`src/rtl/fifo_16x8_wr_arb_ctrl_if.sv`:
```
// Signal bundle joining the FIFO controller to its two write requesters, the consumer and the 16x8 memory.
// almost_full/almost_empty are present only when FIFO_CTRL_ALMOST_EN is defined.
interface fifo_16x8_wr_arb_ctrl_if #(
    parameter int unsigned AW = 4,
    parameter int unsigned DW = 8
);
    logic          req0_valid;
    logic [DW-1:0] req0_data;
    logic          req0_ready;
    logic          req1_valid;
    logic [DW-1:0] req1_data;
    logic          req1_ready;
    logic          rd_req;
    logic          rd_valid;
    logic [DW-1:0] rd_data;
    logic          mem_we;
    logic [AW-1:0] mem_waddr;
    logic [DW-1:0] mem_din;
    logic          mem_re;
    logic [AW-1:0] mem_raddr;
    logic [DW-1:0] mem_dout;
    logic [AW:0]   count;
    logic          full;
    logic          empty;
    logic          rd_underflow;
`ifdef FIFO_CTRL_ALMOST_EN
    logic          almost_full;
    logic          almost_empty;
`endif

    modport slave (
        input  req0_valid, req0_data, req1_valid, req1_data, rd_req, mem_dout,
        output req0_ready, req1_ready, rd_valid, rd_data,
        output mem_we, mem_waddr, mem_din, mem_re, mem_raddr,
`ifdef FIFO_CTRL_ALMOST_EN
        output almost_full, almost_empty,
`endif
        output count, full, empty, rd_underflow
    );

    modport master (
        output req0_valid, req0_data, req1_valid, req1_data, rd_req, mem_dout,
        input  req0_ready, req1_ready, rd_valid, rd_data,
        input  mem_we, mem_waddr, mem_din, mem_re, mem_raddr,
`ifdef FIFO_CTRL_ALMOST_EN
        input  almost_full, almost_empty,
`endif
        input  count, full, empty, rd_underflow
    );
endinterface

```
`src/rtl/fifo_16x8_wr_arb_ctrl.sv`:
```
// FIFO sequencer for a 16x8 addressed memory: round-robin arbitration of two writers, pointer/count ownership, pop path.
// Optional macro FIFO_CTRL_ALMOST_EN adds AF_THRESH/AE_THRESH and almost_full/almost_empty.
module fifo_16x8_wr_arb_ctrl #(
    parameter int unsigned DEPTH = 16,
    parameter int unsigned AW    = 4,
    parameter int unsigned DW    = 8
`ifdef FIFO_CTRL_ALMOST_EN
    ,
    parameter int unsigned AF_THRESH = 14,
    parameter int unsigned AE_THRESH = 2
`endif
) (
    input logic                    clk,
    input logic                    rst,
    fifo_16x8_wr_arb_ctrl_if.slave bus
);
    localparam int unsigned CW = AW + 1;
    localparam logic [CW-1:0] FULL_CNT = CW'(DEPTH);

    logic [AW-1:0] wr_ptr_q, wr_ptr_d;
    logic [AW-1:0] rd_ptr_q, rd_ptr_d;
    logic [CW-1:0] count_q, count_d;
    logic          prio_q, prio_d;      // 0: req0 wins a tie, 1: req1 wins
    logic          rd_valid_q, rd_valid_d;
    logic          underflow_q, underflow_d;
    logic          full_c, empty_c, grant0_c, grant1_c, wr_en_c, rd_en_c;

    // Grant and pop acceptance depend only on the current count, never on pointer equality.
    always_comb begin
        full_c   = (count_q == FULL_CNT);
        empty_c  = (count_q == '0);
        grant0_c = !full_c && bus.req0_valid && (!bus.req1_valid || !prio_q);
        grant1_c = !full_c && bus.req1_valid && (!bus.req0_valid ||  prio_q);
        wr_en_c  = grant0_c || grant1_c;
        rd_en_c  = bus.rd_req && !empty_c;
    end

    always_comb begin
        wr_ptr_d    = wr_ptr_q;
        rd_ptr_d    = rd_ptr_q;
        count_d     = count_q;
        prio_d      = prio_q;
        rd_valid_d  = rd_en_c;
        underflow_d = underflow_q || (bus.rd_req && empty_c);
        if (wr_en_c) wr_ptr_d = wr_ptr_q + AW'(1);
        if (rd_en_c) rd_ptr_d = rd_ptr_q + AW'(1);
        case ({wr_en_c, rd_en_c})
            2'b10:   count_d = count_q + CW'(1);
            2'b01:   count_d = count_q - CW'(1);
            default: count_d = count_q;
        endcase
        if (grant0_c)      prio_d = 1'b1;
        else if (grant1_c) prio_d = 1'b0;
    end

    always_ff @(posedge clk or posedge rst) begin
        if (rst) begin
            wr_ptr_q    <= '0;
            rd_ptr_q    <= '0;
            count_q     <= '0;
            prio_q      <= 1'b0;
            rd_valid_q  <= 1'b0;
            underflow_q <= 1'b0;
        end else begin
            wr_ptr_q    <= wr_ptr_d;
            rd_ptr_q    <= rd_ptr_d;
            count_q     <= count_d;
            prio_q      <= prio_d;
            rd_valid_q  <= rd_valid_d;
            underflow_q <= underflow_d;
        end
    end

    assign bus.req0_ready   = grant0_c;
    assign bus.req1_ready   = grant1_c;
    assign bus.mem_we       = wr_en_c;
    assign bus.mem_waddr    = wr_ptr_q;
    assign bus.mem_din      = grant1_c ? bus.req1_data : bus.req0_data;
    assign bus.mem_re       = rd_en_c;
    assign bus.mem_raddr    = rd_ptr_q;
    assign bus.rd_valid     = rd_valid_q;
    assign bus.rd_data      = bus.mem_dout;
    assign bus.count        = count_q;
    assign bus.full         = full_c;
    assign bus.empty        = empty_c;
    assign bus.rd_underflow = underflow_q;
`ifdef FIFO_CTRL_ALMOST_EN
    assign bus.almost_full  = (count_q >= CW'(AF_THRESH));
    assign bus.almost_empty = (count_q <= CW'(AE_THRESH));
`endif
endmodule

```
`src/flat_wrapper.sv`:
```
// flat-port wrapper written by rule: the top's interface ports become plain ports
module fifo_16x8_wr_arb_ctrl_flat 
#(
    parameter int unsigned DEPTH = 16,
    parameter int unsigned AW    = 4,
    parameter int unsigned DW    = 8

)
  (clk, rst, bus_req0_valid, bus_req0_data, bus_req1_valid, bus_req1_data, bus_rd_req, bus_mem_dout, bus_req0_ready, bus_req1_ready, bus_rd_valid, bus_rd_data, bus_mem_we, bus_mem_waddr, bus_mem_din, bus_mem_re, bus_mem_raddr, bus_count, bus_full, bus_empty, bus_rd_underflow);
  fifo_16x8_wr_arb_ctrl_if #(.AW(AW), .DW(DW)) bus_i ();
  input logic clk;
  input logic rst;
  input wire logic [$bits(bus_i.req0_valid)-1:0] bus_req0_valid;
  input wire logic [$bits(bus_i.req0_data)-1:0] bus_req0_data;
  input wire logic [$bits(bus_i.req1_valid)-1:0] bus_req1_valid;
  input wire logic [$bits(bus_i.req1_data)-1:0] bus_req1_data;
  input wire logic [$bits(bus_i.rd_req)-1:0] bus_rd_req;
  input wire logic [$bits(bus_i.mem_dout)-1:0] bus_mem_dout;
  output wire logic [$bits(bus_i.req0_ready)-1:0] bus_req0_ready;
  output wire logic [$bits(bus_i.req1_ready)-1:0] bus_req1_ready;
  output wire logic [$bits(bus_i.rd_valid)-1:0] bus_rd_valid;
  output wire logic [$bits(bus_i.rd_data)-1:0] bus_rd_data;
  output wire logic [$bits(bus_i.mem_we)-1:0] bus_mem_we;
  output wire logic [$bits(bus_i.mem_waddr)-1:0] bus_mem_waddr;
  output wire logic [$bits(bus_i.mem_din)-1:0] bus_mem_din;
  output wire logic [$bits(bus_i.mem_re)-1:0] bus_mem_re;
  output wire logic [$bits(bus_i.mem_raddr)-1:0] bus_mem_raddr;
  output wire logic [$bits(bus_i.count)-1:0] bus_count;
  output wire logic [$bits(bus_i.full)-1:0] bus_full;
  output wire logic [$bits(bus_i.empty)-1:0] bus_empty;
  output wire logic [$bits(bus_i.rd_underflow)-1:0] bus_rd_underflow;
  assign bus_i.req0_valid = bus_req0_valid;
  assign bus_i.req0_data = bus_req0_data;
  assign bus_i.req1_valid = bus_req1_valid;
  assign bus_i.req1_data = bus_req1_data;
  assign bus_i.rd_req = bus_rd_req;
  assign bus_i.mem_dout = bus_mem_dout;
  assign bus_req0_ready = bus_i.req0_ready;
  assign bus_req1_ready = bus_i.req1_ready;
  assign bus_rd_valid = bus_i.rd_valid;
  assign bus_rd_data = bus_i.rd_data;
  assign bus_mem_we = bus_i.mem_we;
  assign bus_mem_waddr = bus_i.mem_waddr;
  assign bus_mem_din = bus_i.mem_din;
  assign bus_mem_re = bus_i.mem_re;
  assign bus_mem_raddr = bus_i.mem_raddr;
  assign bus_count = bus_i.count;
  assign bus_full = bus_i.full;
  assign bus_empty = bus_i.empty;
  assign bus_rd_underflow = bus_i.rd_underflow;
  fifo_16x8_wr_arb_ctrl #(.DEPTH(DEPTH), .AW(AW), .DW(DW)) u_core (.clk(clk), .rst(rst), .bus(bus_i));
endmodule
```
`config.mk`:
```
export PLATFORM = sky130hd
export DESIGN_NAME = fifo_16x8_wr_arb_ctrl_flat
export DESIGN_NICKNAME = d
export VERILOG_FILES = /design/src/rtl/fifo_16x8_wr_arb_ctrl_if.sv /design/src/rtl/fifo_16x8_wr_arb_ctrl.sv /design/src/flat_wrapper.sv
export SDC_FILE = /design/constraint.sdc
export NUM_CORES = 1
export LEC_CHECK = 0
export ABC_CLOCK_PERIOD_IN_PS = 5900
export BUFFER_PORTS_ARGS = -buffer_cell sky130_fd_sc_hd__buf_2
export CORE_ASPECT_RATIO = 1.2
export CORE_MARGIN = 4
export CORE_UTILIZATION = 37
export DETAILED_ROUTE_END_ITERATION = 6
export HOLD_SLACK_MARGIN = 0.12
export PLACE_DENSITY = 0.7
export SLEW_MARGIN = 20
export SYNTH_ARGS = -nofsm -noshare
export SYNTH_HDL_FRONTEND = slang
export SYNTH_SLANG_ARGS = --single-unit
```
`constraint.sdc`:
```
create_clock -name clk -period 5.9 [get_ports clk]
set_input_delay 0.885 -clock clk [delete_from_list [all_inputs] [get_ports clk]]
set_output_delay 0.885 -clock clk [all_outputs]
set_load 0.005 [all_outputs]
```
==> impl_metrics.py, run 1 <==
metrics = {
    "cts": {
        "postCtsSetupBuffers": 0,
        "cts_made_buffers": 3,
        "clock-sinks": 16,
        "postCtsHoldBufs": 0,
        "cts_max_level": 1,
        "clock_latency_ns": 0.29,
        "cts_buffer_depth": 2,
        "cts_resized": 0,
        "cts_tree": "built",
        "path_clk_slew_ns": 0.10,
        "cts-root-buf": "clkbuf_4",
    },
    "synthesis": {
        "synth_warnings": 0,
        "synth.most_common_cell": "dfrtp_1",
        "synth-main-ff-cell": "dfrtp_1",
        "synth_enable_flop_cells": 0,
        "syn_nets": 137,
        "yosysUniqueCellTypes": 33,
        "ys_seq_area_frac": 0.366,
        "avgSynthCellArea_um2": 10.8,
        "async_flop_share": 1.00,
        "yosys-top-cells-count": "16 x dfrtp_1, 12 x mux2_2, 8 x buf_4",
        "syn_inst": 101,
        "synth_top_area_frac": 0.366,
        "ys_ff_latch": 16,
        "syn-cell-area_um2": 1090,
        "yosys.area.top_type": "dfrtp_1",
        "synthTopCellsByArea": "dfrtp_1 37%, mux2_2 12%, ha_1 6.9%",
    },
    "sta": {
        "worst_slew_pin_slew_ns": 0.614,
        "max_freq_mhz": 323,
        "timing.final.crit_share": 0.525,
        "fin_setup_tns_ns": 0,
        "maxSlewHeadroom": 0.590,
        "layout_min_cycle_time_ns": 3.09,
        "rsz0062_at_grt": "false",
        "skew_ns": 0.00165,
        "hold_viol": 0,
        "finalSetupViolations": 0,
        "slew_viol_final": 0,
    },
    "drt": {
        "ant_nets": 0,
        "wl_per_cell_um": 14.6,
        "drt-total-wl_mm": 2.59,
        "via_count": 925,
        "drt_iter0_markers": 13,
        "drc": 0,
        "vias_per_cell": 5.20,
        "dr.pass1.iters": 2,
    },
    "critical_path": {
        "cp-start-kind": "register",
        "cp_cell_sequence": "or4_4 -> o21ai_4 -> inv_1 -> ha_1 -> ha_1 -> or4b_2 -> o311ai_0 -> o211ai_1",
        "ff2ff_path_depth": 8,
        "critPathMaxStageDelay_ns": 0.62,
        "worstPathArrival_ns": 3.27,
        "worst_path_most_repeated_cell": "ha_1",
        "r2r_slack_ns": 2.81,
        "cpMaxStageDelayCell": "or4b_2",
        "timing.rr.end": "u_core.bus.count[4]$_DFFE_PP0P_",
        "cp.required_ns": 6.07,
        "crit_fanout": 10,
        "cp-end-kind": "register",
        "worst-setup-path-type": "reg -> reg",
        "reg2reg_from": "u_core.bus.count[0]$_DFFE_PP0P_",
    },
    "placement": {
        "portBuffers": 49,
        "placed_area_um2": 1310,
        "dp_hpwl_mm": 2.10,
        "place_congestion": 0.761,
    },
    "global_route": {
        "grt_pass1_wl_mm": 4.14,
        "antenna_found_initial": 0,
        "grt_pass1_vias": 908,
        "grt_use_total": 0.138,
        "grt_max_degree": 17,
        "overflow": 0,
    },
    "min_path": {
        "hp-start": "u_core.bus.mem_raddr[3]$_DFFE_PP0P_",
        "worst_hold_path.num_cells": 1,
        "min_to": "u_core.bus.mem_raddr[3]$_DFFE_PP0P_",
        "hold_path.class": "reg -> reg",
    },
    "floorplanning": {
        "dieArea_um2": 3890,
        "die_h_um": 67.6,
        "ios": 66,
        "rows": 21,
        "die_width_um": 57.6,
        "start_util": 0.389,
        "core_um2": 2810,
    },
    "final_layout": {
        "nNetsFinal": 181,
        "antenna_cells": 0,
        "area_delta_synth_final_pct": 23.5,
        "drive_gt1_frac": 0.493,
        "stdcell_area_um2": 1350,
    },
    "power_and_ir_drop": {
        "leakagePower_nw": 0.656,
        "ir_worst_vdd_v": 0.000196,
        "p_per_area_nw_per_um2": 455,
    },
    "job": {
        "maxCapViolCount": 0,
    },
    "run_status": {
        "status": "finished, final reports clean",
    },
}
critical path: cells and delay by family, from the launching register on:
family                   cells  cell delay (ns)
flip-flops                   1             0.50
buffers and inverters        1             0.10
adder cells (fa/ha/maj)      2             0.74
AND/OR/NAND/NOR              2             1.23
AO/OA/AOI/OAI                3             0.41
through the flow:
stage | util | std cells | power (mW) | hold WS, ns | setup slack, ns
2_1_floorplan | - | 101 | 0.434 | 0.451 | 2.99
3_3_place_gp | 0.467 | 174 | 0.540 | 0.436 | 2.84
3_5_place_dp | 0.467 | 174 | 0.550 | 0.463 | 2.75
4_1_cts | 0.480 | 178 | 0.624 | 0.480 | 2.79
5_1_grt | 0.480 | 178 | 0.672 | 0.489 | 2.61
6_report | 0.480 | 178 | 0.614 | 0.471 | 2.81
placed cells by master, fill, tap and decap left out, types with 2 or more instances in the layout:
| master | instances |
|---|---|
| buf_2 | 49 |
| mux2_2 | 12 |
| o211ai_1 | 3 |
| nor2_1 | 4 |
| inv_1 | 7 |
| nand2_1 | 3 |
| ha_1 | 6 |
| o21ai_0 | 3 |
| nor3b_1 | 3 |
| a21oi_1 | 7 |
| clkbuf_4 | 3 |
| dfrtp_1 | 16 |
| xor2_1 | 3 |
| nand3_1 | 2 |
| xnor2_1 | 5 |
kinds of logic (layout without fill, tap and decap cells):
group | Yosys count | after routing | synth area share
compound gates | 21 | 21 | 0.149
simple gates | 20 | 20 | 0.125
buf+inv | 17 | 60 | 0.0858
flops | 16 | 16 | 0.366
mux | 12 | 12 | 0.124
xor+xnor | 8 | 8 | 0.0641
fa+ha+maj | 7 | 7 | 0.0870
state kept, by name, summed over array words and instances (netlist names):
register	cells
u_core.bus.count	5
u_core.bus.mem_raddr	4
u_core.bus.mem_waddr	4
u_core.bus.rd_underflow	1
u_core.bus.rd_valid	1
u_core.prio_q	1
worst max path at each step:
| stage | to | cells after the start | start |
|---|---|---|---|
| 2_1_floorplan | u_core.bus.count[4]$_DFFE_PP0P_ | 8 | u_core.bus.count[0]$_DFFE_PP0P_ |
| 3_3_place_gp | u_core.bus.count[4]$_DFFE_PP0P_ | 9 | bus_req1_valid |
| 3_5_place_dp | u_core.bus.count[4]$_DFFE_PP0P_ | 9 | bus_req1_valid |
| 4_1_cts | u_core.bus.count[4]$_DFFE_PP0P_ | 8 | u_core.bus.count[0]$_DFFE_PP0P_ |
| 5_1_grt | u_core.bus.count[4]$_DFFE_PP0P_ | 8 | u_core.bus.count[0]$_DFFE_PP0P_ |
| 6_report | u_core.bus.count[4]$_DFFE_PP0P_ | 8 | u_core.bus.count[0]$_DFFE_PP0P_ |
report_power, final:
group | internal [mW] | switching, mW
Sequential | 0.164 | 0.0770
Clock | 0.0376 | 0.0359
Combinational | 0.161 | 0.139
final cells by class:
| class | instances | area [um^2] |
|---|---|---|
| fillers | 257 | 1460 |
| multi-input cells | 68 | 599 |
| flip-flops and latches | 16 | 400 |
| repair buffers | 49 | 245 |
| well taps | 34 | 42.5 |
| clock buffers | 4 | 36.3 |
| inverters | 7 | 26.3 |
per-layer routing:
| layer | wire, um | up-vias | global-route usage |
|---|---|---|---|
| met5 | 0 | - | 0 |
| met4 | 42 | 0 | 0.0812 |
| met3 | 322 | 4 | 0.0593 |
| met2 | 1240 | 46 | 0.234 |
| met1 | 985 | 428 | 0.141 |
| li1 | - | 447 | - |
No activity file was read; power rests on OpenSTA's default activity.
==> run 2: changes to the inputs <==
--- a/config.mk
+++ b/config.mk
@@ -5,14 +5,14 @@
 export SDC_FILE = /design/constraint.sdc
 export NUM_CORES = 1
 export LEC_CHECK = 0
-export ABC_CLOCK_PERIOD_IN_PS = 5900
+export ABC_CLOCK_PERIOD_IN_PS = 2700
 export BUFFER_PORTS_ARGS = -buffer_cell sky130_fd_sc_hd__buf_2
 export CORE_ASPECT_RATIO = 1.2
 export CORE_MARGIN = 4
 export CORE_UTILIZATION = 37
 export DETAILED_ROUTE_END_ITERATION = 6
 export HOLD_SLACK_MARGIN = 0.12
-export PLACE_DENSITY = 0.7
+export PLACE_DENSITY = 0.73
 export SLEW_MARGIN = 20
 export SYNTH_ARGS = -nofsm -noshare
 export SYNTH_HDL_FRONTEND = slang
==> constraint.sdc (replaced) <==
create_clock -name clk -period 2.7 [get_ports clk]
set_input_delay 0.405 -clock clk [delete_from_list [all_inputs] [get_ports clk]]
set_output_delay 0.405 -clock clk [all_outputs]
set_load 0.005 [all_outputs]
==> run 2 against run 1 <==
Via count grew 4.3%. Highest routed layer unchanged. Combinational power rose to 2.8 times the previous value. Global-route usage is 0.65 points higher. Clock skew up 0.0014 ns. Register-to-register slack got worse by 2.7 ns. Maximum frequency up 21%.
==> impl_metrics.py, run 2 (synthesized netlist as in run 1, its figures left out) <==
metrics = {
    "run_status": {
        "status": "finished, final reports clean",
    },
    "drt": {
        "drt-total-wl_mm": 2.71,
        "ant_nets": 0,
        "drt_iter0_markers": 12,
        "wl_per_cell_um": 14.4,
        "vias_per_cell": 5.13,
        "dr.pass1.iters": 2,
        "drc": 0,
        "via_count": 965,
    },
    "global_route": {
        "grt_pass1_wl_mm": 4.44,
        "grt_max_degree": 17,
        "antenna_found_initial": 0,
        "grt_use_total": 0.145,
        "grt_pass1_vias": 984,
        "overflow": 0,
    },
    "power_and_ir_drop": {
        "p_per_area_nw_per_um2": 1000,
        "p_switching_mw": 0.576,
        "p_int_mw": 0.878,
        "p_seq_frac": 0.320,
        "swShare": 0.396,
        "power_frac_comb": 0.571,
        "ir_worst_vdd_v": 0.000381,
        "leakagePower_nw": 0.702,
        "clkPwrFrac": 0.109,
        "total_power_mw": 1.45,
    },
    "critical_path": {
        "cp-end-kind": "register",
        "crit_fanout": 7,
        "worst-setup-path-type": "reg -> reg",
        "reg2reg_from": "u_core.bus.count[3]$_DFFE_PP0P_",
        "cp-start-kind": "register",
        "startpoint": "u_core.bus.count[3]$_DFFE_PP0P_",
        "worstPathArrival_ns": 2.73,
        "cp.required_ns": 2.86,
    },
    "final_layout": {
        "layout_commonest_cell": "buf_2",
        "nNetsFinal": 191,
        "final_cell_mix": "49 x buf_2, 15 x dfrtp_1, 12 x mux2_2",
        "antenna_cells": 0,
        "stdcell_area_um2": 1450,
        "utilization": 0.516,
        "drive_gt1_frac": 0.552,
        "largest_reg_flops": 5,
        "area_delta_synth_final_pct": 32.7,
    },
    "cts": {
        "cts_tree": "built",
        "cts_buffer_depth": 2,
        "clock-sinks": 16,
        "clock_latency_ns": 0.28,
        "path_clk_slew_ns": 0.10,
        "postCtsHoldBufs": 0,
        "cts_resized": 0,
        "cts_made_buffers": 3,
        "cts-root-buf": "clkbuf_4",
        "cts_max_level": 1,
        "postCtsSetupBuffers": 0,
    },
    "placement": {
        "place_congestion": 0.749,
        "portBuffers": 49,
        "placed_area_um2": 1420,
        "dp_hpwl_mm": 2.29,
    },
    "sta": {
        "timing.final.crit_share": 0.951,
        "layout_min_cycle_time_ns": 2.57,
        "maxSlewHeadroom": 0.591,
        "slew_viol_final": 0,
        "fin_setup_tns_ns": 0,
        "hold_viol": 0,
        "finalSetupViolations": 0,
        "skew_ns": 0.00307,
        "max_freq_mhz": 389,
        "worst_slew_pin_slew_ns": 0.612,
        "rsz0062_at_grt": "false",
    },
    "floorplanning": {
        "dieArea_um2": 3890,
        "ios": 66,
        "core_um2": 2810,
        "die_h_um": 67.6,
        "die_width_um": 57.6,
        "start_util": 0.389,
        "rows": 21,
    },
    "min_path": {
        "hold_path.class": "in -> async",
    },
    "job": {
        "maxCapViolCount": 0,
    },
}
==> run 2: changes by cell type in the layout (fill, tap and decap cells not counted), sizes merged <==
cell	previous run	this run
buf	49	59
==> run 2: path summary, 6_finish.rpt <==
kind                       slack, ns  cells after the start                                 to
min in group clk                0.40                      2  u_core.bus.rd_underflow$_DFF_PP0_
hold / removal                  0.18                      2  u_core.bus.rd_underflow$_DFF_PP0_
setup reg to reg                0.13                      8    u_core.bus.count[4]$_DFFE_PP0P_
hold reg to reg                 0.47                      1  u_core.bus.rd_underflow$_DFF_PP0_
max in group asynchronous       2.09                      2    u_core.bus.count[0]$_DFFE_PP0P_
setup / recovery                0.13                      8    u_core.bus.count[4]$_DFFE_PP0P_
==> run 2: critical path: stages (launching register included) <==
cell and delay, ns:
dfrtp_1 0.39, or4_4 0.57, o21ai_4 0.15, inv_2 0.07
ha_4 0.18, ha_4 0.24, or4b_2 0.61, o311ai_1 0.11
o211ai_1 0.12
==> run 2: area by class of cell <==
| class | instances | area, um^2 |
|---|---|---|
| fill | 266 | 1360 |
| multi-input combinational | 68 | 624 |
| tap | 34 | 42.5 |
| inverter | 7 | 26.3 |
| timing repair buffer | 59 | 320 |
| sequential | 16 | 402 |
| clock buffer | 4 | 36.3 |
==> run 2: power by group through the flow <==
stage / Combinational [mW] / Clock [mW] / Sequential, mW
detailed placement: 0.842 / 0 / 0.469
floorplan: 0.463 / 0 / 0.509
CTS: 0.845 / 0.162 / 0.465
global route: 0.934 / 0.175 / 0.482
global placement: 0.816 / 0 / 0.459
finish: 0.830 / 0.159 / 0.466
==> run 2: per-layer routing <==
metal	track usage	wire [um]
met1	0.142	914
met2	0.273	1390
met3	0.0535	364
met4	0.0580	34
met5	0	0
==> run 2: stage by stage <==
step                setup WS (ns)  cells  hold WS, ns
floorplan                  0.0260    101        0.319
finish                      0.132    188        0.179
CTS                        0.0485    188        0.200
detailed placement         0.0829    184        0.441
global route               0.0220    188        0.215
global placement            0.133    184        0.437
==> run 3: changes to the inputs <==
--- a/config.mk
+++ b/config.mk
@@ -5,14 +5,14 @@
 export SDC_FILE = /design/constraint.sdc
 export NUM_CORES = 1
 export LEC_CHECK = 0
-export ABC_CLOCK_PERIOD_IN_PS = 2700
+export ABC_CLOCK_PERIOD_IN_PS = 2120
 export BUFFER_PORTS_ARGS = -buffer_cell sky130_fd_sc_hd__buf_2
 export CORE_ASPECT_RATIO = 1.2
 export CORE_MARGIN = 4
-export CORE_UTILIZATION = 37
+export CORE_UTILIZATION = 38
 export DETAILED_ROUTE_END_ITERATION = 6
 export HOLD_SLACK_MARGIN = 0.12
-export PLACE_DENSITY = 0.73
+export PLACE_DENSITY = 0.75
 export SLEW_MARGIN = 20
 export SYNTH_ARGS = -nofsm -noshare
 export SYNTH_HDL_FRONTEND = slang
==> constraint.sdc (replaced) <==
create_clock -name clk -period 2.12 [get_ports clk]
set_input_delay 0.318 -clock clk [delete_from_list [all_inputs] [get_ports clk]]
set_output_delay 0.318 -clock clk [all_outputs]
set_load 0.005 [all_outputs]
==> run 3 against run 2 <==
The flow now finishes with violations (setup timing). Cell count rose by 12%. Register-to-register slack lost 0.45 ns. Maximum frequency rose by 5.4%. Via count rose by 12%. Clock-buffer cell count stayed put. Worst hold slack better by 0.12 ns. Routed wire length rose by 19%. Total power up 54%. Clock power increased by 30%. Critical endpoint unchanged. Highest routed layer unchanged.
==> impl_metrics.py, run 3 (synthesized netlist as in run 1, its figures left out) <==
metrics = {
    "min_path": {
        "hold_path.class": "in -> reg",
    },
    "critical_path": {
        "worstPathArrival_ns": 2.65,
        "worst-setup-path-type": "reg -> reg",
        "cp-end-kind": "register",
        "path_delay_family": "adder cells",
        "crit_fanout": 5,
        "cp.required_ns": 2.34,
        "critPathBufInv": 1,
        "cpMaxStageDelayCell": "or4_4",
        "critPathMaxStageDelay_ns": 0.53,
        "cp-start-kind": "register",
        "cp_cell_sequence": "or4_4 -> o21ai_4 -> inv_2 -> ha_4 -> fa_2 -> a21oi_2 -> mux2_4 -> o211ai_1",
    },
    "sta": {
        "worst_slack_ns": -0.316,
        "worst_slew_pin_slew_ns": 0.620,
        "timing.final.crit_share": 1.15,
        "finalSetupViolations": 13,
        "skew_ns": 0.00227,
        "max_freq_mhz": 410,
        "fin_setup_tns_ns": -1.95,
        "slew_viol_final": 0,
        "maxSlewHeadroom": 0.586,
        "hold_viol": 0,
        "layout_min_cycle_time_ns": 2.44,
        "rsz0062_at_grt": "true",
    },
    "power_and_ir_drop": {
        "clkPwrFrac": 0.093,
        "swShare": 0.381,
        "ir_worst_vdd_v": 0.000699,
        "p_seq_frac": 0.260,
        "p_switching_mw": 0.853,
        "power_frac_comb": 0.647,
        "leakagePower_nw": 0.852,
        "p_per_area_nw_per_um2": 1300,
        "p_int_mw": 1.39,
    },
    "cts": {
        "cts_tree": "built",
        "path_clk_slew_ns": 0.09,
        "cts_made_buffers": 3,
        "clock-sinks": 16,
        "cts-root-buf": "clkbuf_4",
        "cts_buffer_depth": 2,
        "cts_max_level": 1,
        "clock_latency_ns": 0.30,
    },
    "job": {
        "maxCapViolCount": 0,
    },
    "placement": {
        "dp_cells": 196,
        "portBuffers": 49,
        "place_congestion": 0.843,
        "dpl_worst_slack_ns": -0.379,
        "dp_hpwl_mm": 2.37,
    },
    "final_layout": {
        "antenna_cells": 0,
        "layout_commonest_cell": "buf_2",
        "largest_reg_flops": 5,
        "final_cells": 211,
        "drive_gt1_frac": 0.644,
        "nNetsFinal": 214,
        "area_delta_synth_final_pct": 57.1,
        "final_cell_mix": "48 x buf_2, 25 x buf_4, 13 x dfrtp_1",
    },
    "floorplanning": {
        "ios": 66,
        "start_util": 0.393,
        "die_width_um": 57.0,
        "die_h_um": 66.8,
        "rows": 21,
        "core_um2": 2790,
        "dieArea_um2": 3800,
    },
    "drt": {
        "vias_per_cell": 5.14,
        "drt-total-wl_mm": 3.23,
        "ant_nets": 0,
        "drt_iter0_markers": 45,
        "drc": 0,
        "dr.pass1.iters": 4,
        "via_count": 1084,
        "wl_per_cell_um": 15.3,
    },
    "global_route": {
        "grt_pass1_vias": 1132,
        "grt_max_degree": 17,
        "grt_pass1_wl_mm": 5.22,
        "antenna_found_initial": 0,
        "overflow": 0,
        "grt_use_total": 0.185,
    },
    "run_status": {
        "violations": "setup timing",
        "status": "finished, violations left",
    },
}
run 3: changes by cell type in the layout (fill, tap and decap cells not counted), sizes merged:
cell         change
buf             +21
clkbuf           +1
dlygate4sd3      +1
run 3: path summary, 6_finish.rpt:
check                                             startpoint                           endpoint  slack, ns  depth (start not counted)
min reg2reg                u_core.bus.rd_underflow$_DFF_PP0_  u_core.bus.rd_underflow$_DFF_PP0_       0.46                          1
max in group asynchronous                                rst    u_core.bus.count[2]$_DFFE_PP0P_       1.05                          3
min                                               bus_rd_req  u_core.bus.rd_underflow$_DFF_PP0_       0.30                          2
max                          u_core.bus.count[1]$_DFFE_PP0P_    u_core.bus.count[4]$_DFFE_PP0P_      -0.32                          8
max reg2reg                  u_core.bus.count[1]$_DFFE_PP0P_    u_core.bus.count[4]$_DFFE_PP0P_      -0.32                          8
min in group asynchronous                                rst  u_core.bus.rd_underflow$_DFF_PP0_       0.64                          3
run 3: per-stage QoR:
step | cell area (um^2) | power (mW) | hold WS, ns | utilization
2_1_floorplan | 1130 | 1.26 | 0.232 | -
6_report | 1720 | 2.24 | 0.300 | 0.617
3_5_place_dp | 1510 | 1.81 | 0.421 | 0.544
4_1_cts | 1670 | 2.17 | 0.288 | 0.601
3_3_place_gp | 1510 | 1.75 | 0.405 | 0.544
5_1_grt | 1720 | 2.42 | 0.298 | 0.617
run 3: power by group through the flow:
stage	Combinational, mW	Clock [mW]	Sequential, mW
floorplan	0.607	0	0.653
global placement	1.18	0	0.576
detailed placement	1.23	0	0.589
CTS	1.38	0.214	0.582
global route	1.58	0.237	0.606
finish	1.45	0.207	0.583
run 3: per-layer routing:
metal	wire length [um]	GRT usage	up-vias
met3	318	0.0523	5
met2	1820	0.354	55
li1	-	-	512
met4	78	0.107	0
met1	1010	0.171	512
met5	0	0	-
run 3: cell type report:
type / count / area [um^2]
clock buffer: 4 / 36.3
fill: 244 / 1070
inverter: 7 / 26.3
multi-input combinational: 68 / 658
sequential: 16 / 404
tap: 34 / 42.5
timing repair buffer: 82 / 551
run 3: timing repair:
| item | 4_1_cts | 5_1_grt |
|---|---|---|
| hold endpoints to repair | 16 | 0 |
| endpoints found under the setup margin | 12 | 14 |
| gates resized for setup | 7 | 8 |
| gates cloned | 0 | 1 |
| pin swaps | 7 | 4 |
| hold buffers | 1 | 0 |
| buffers inserted | 9 | 5 |
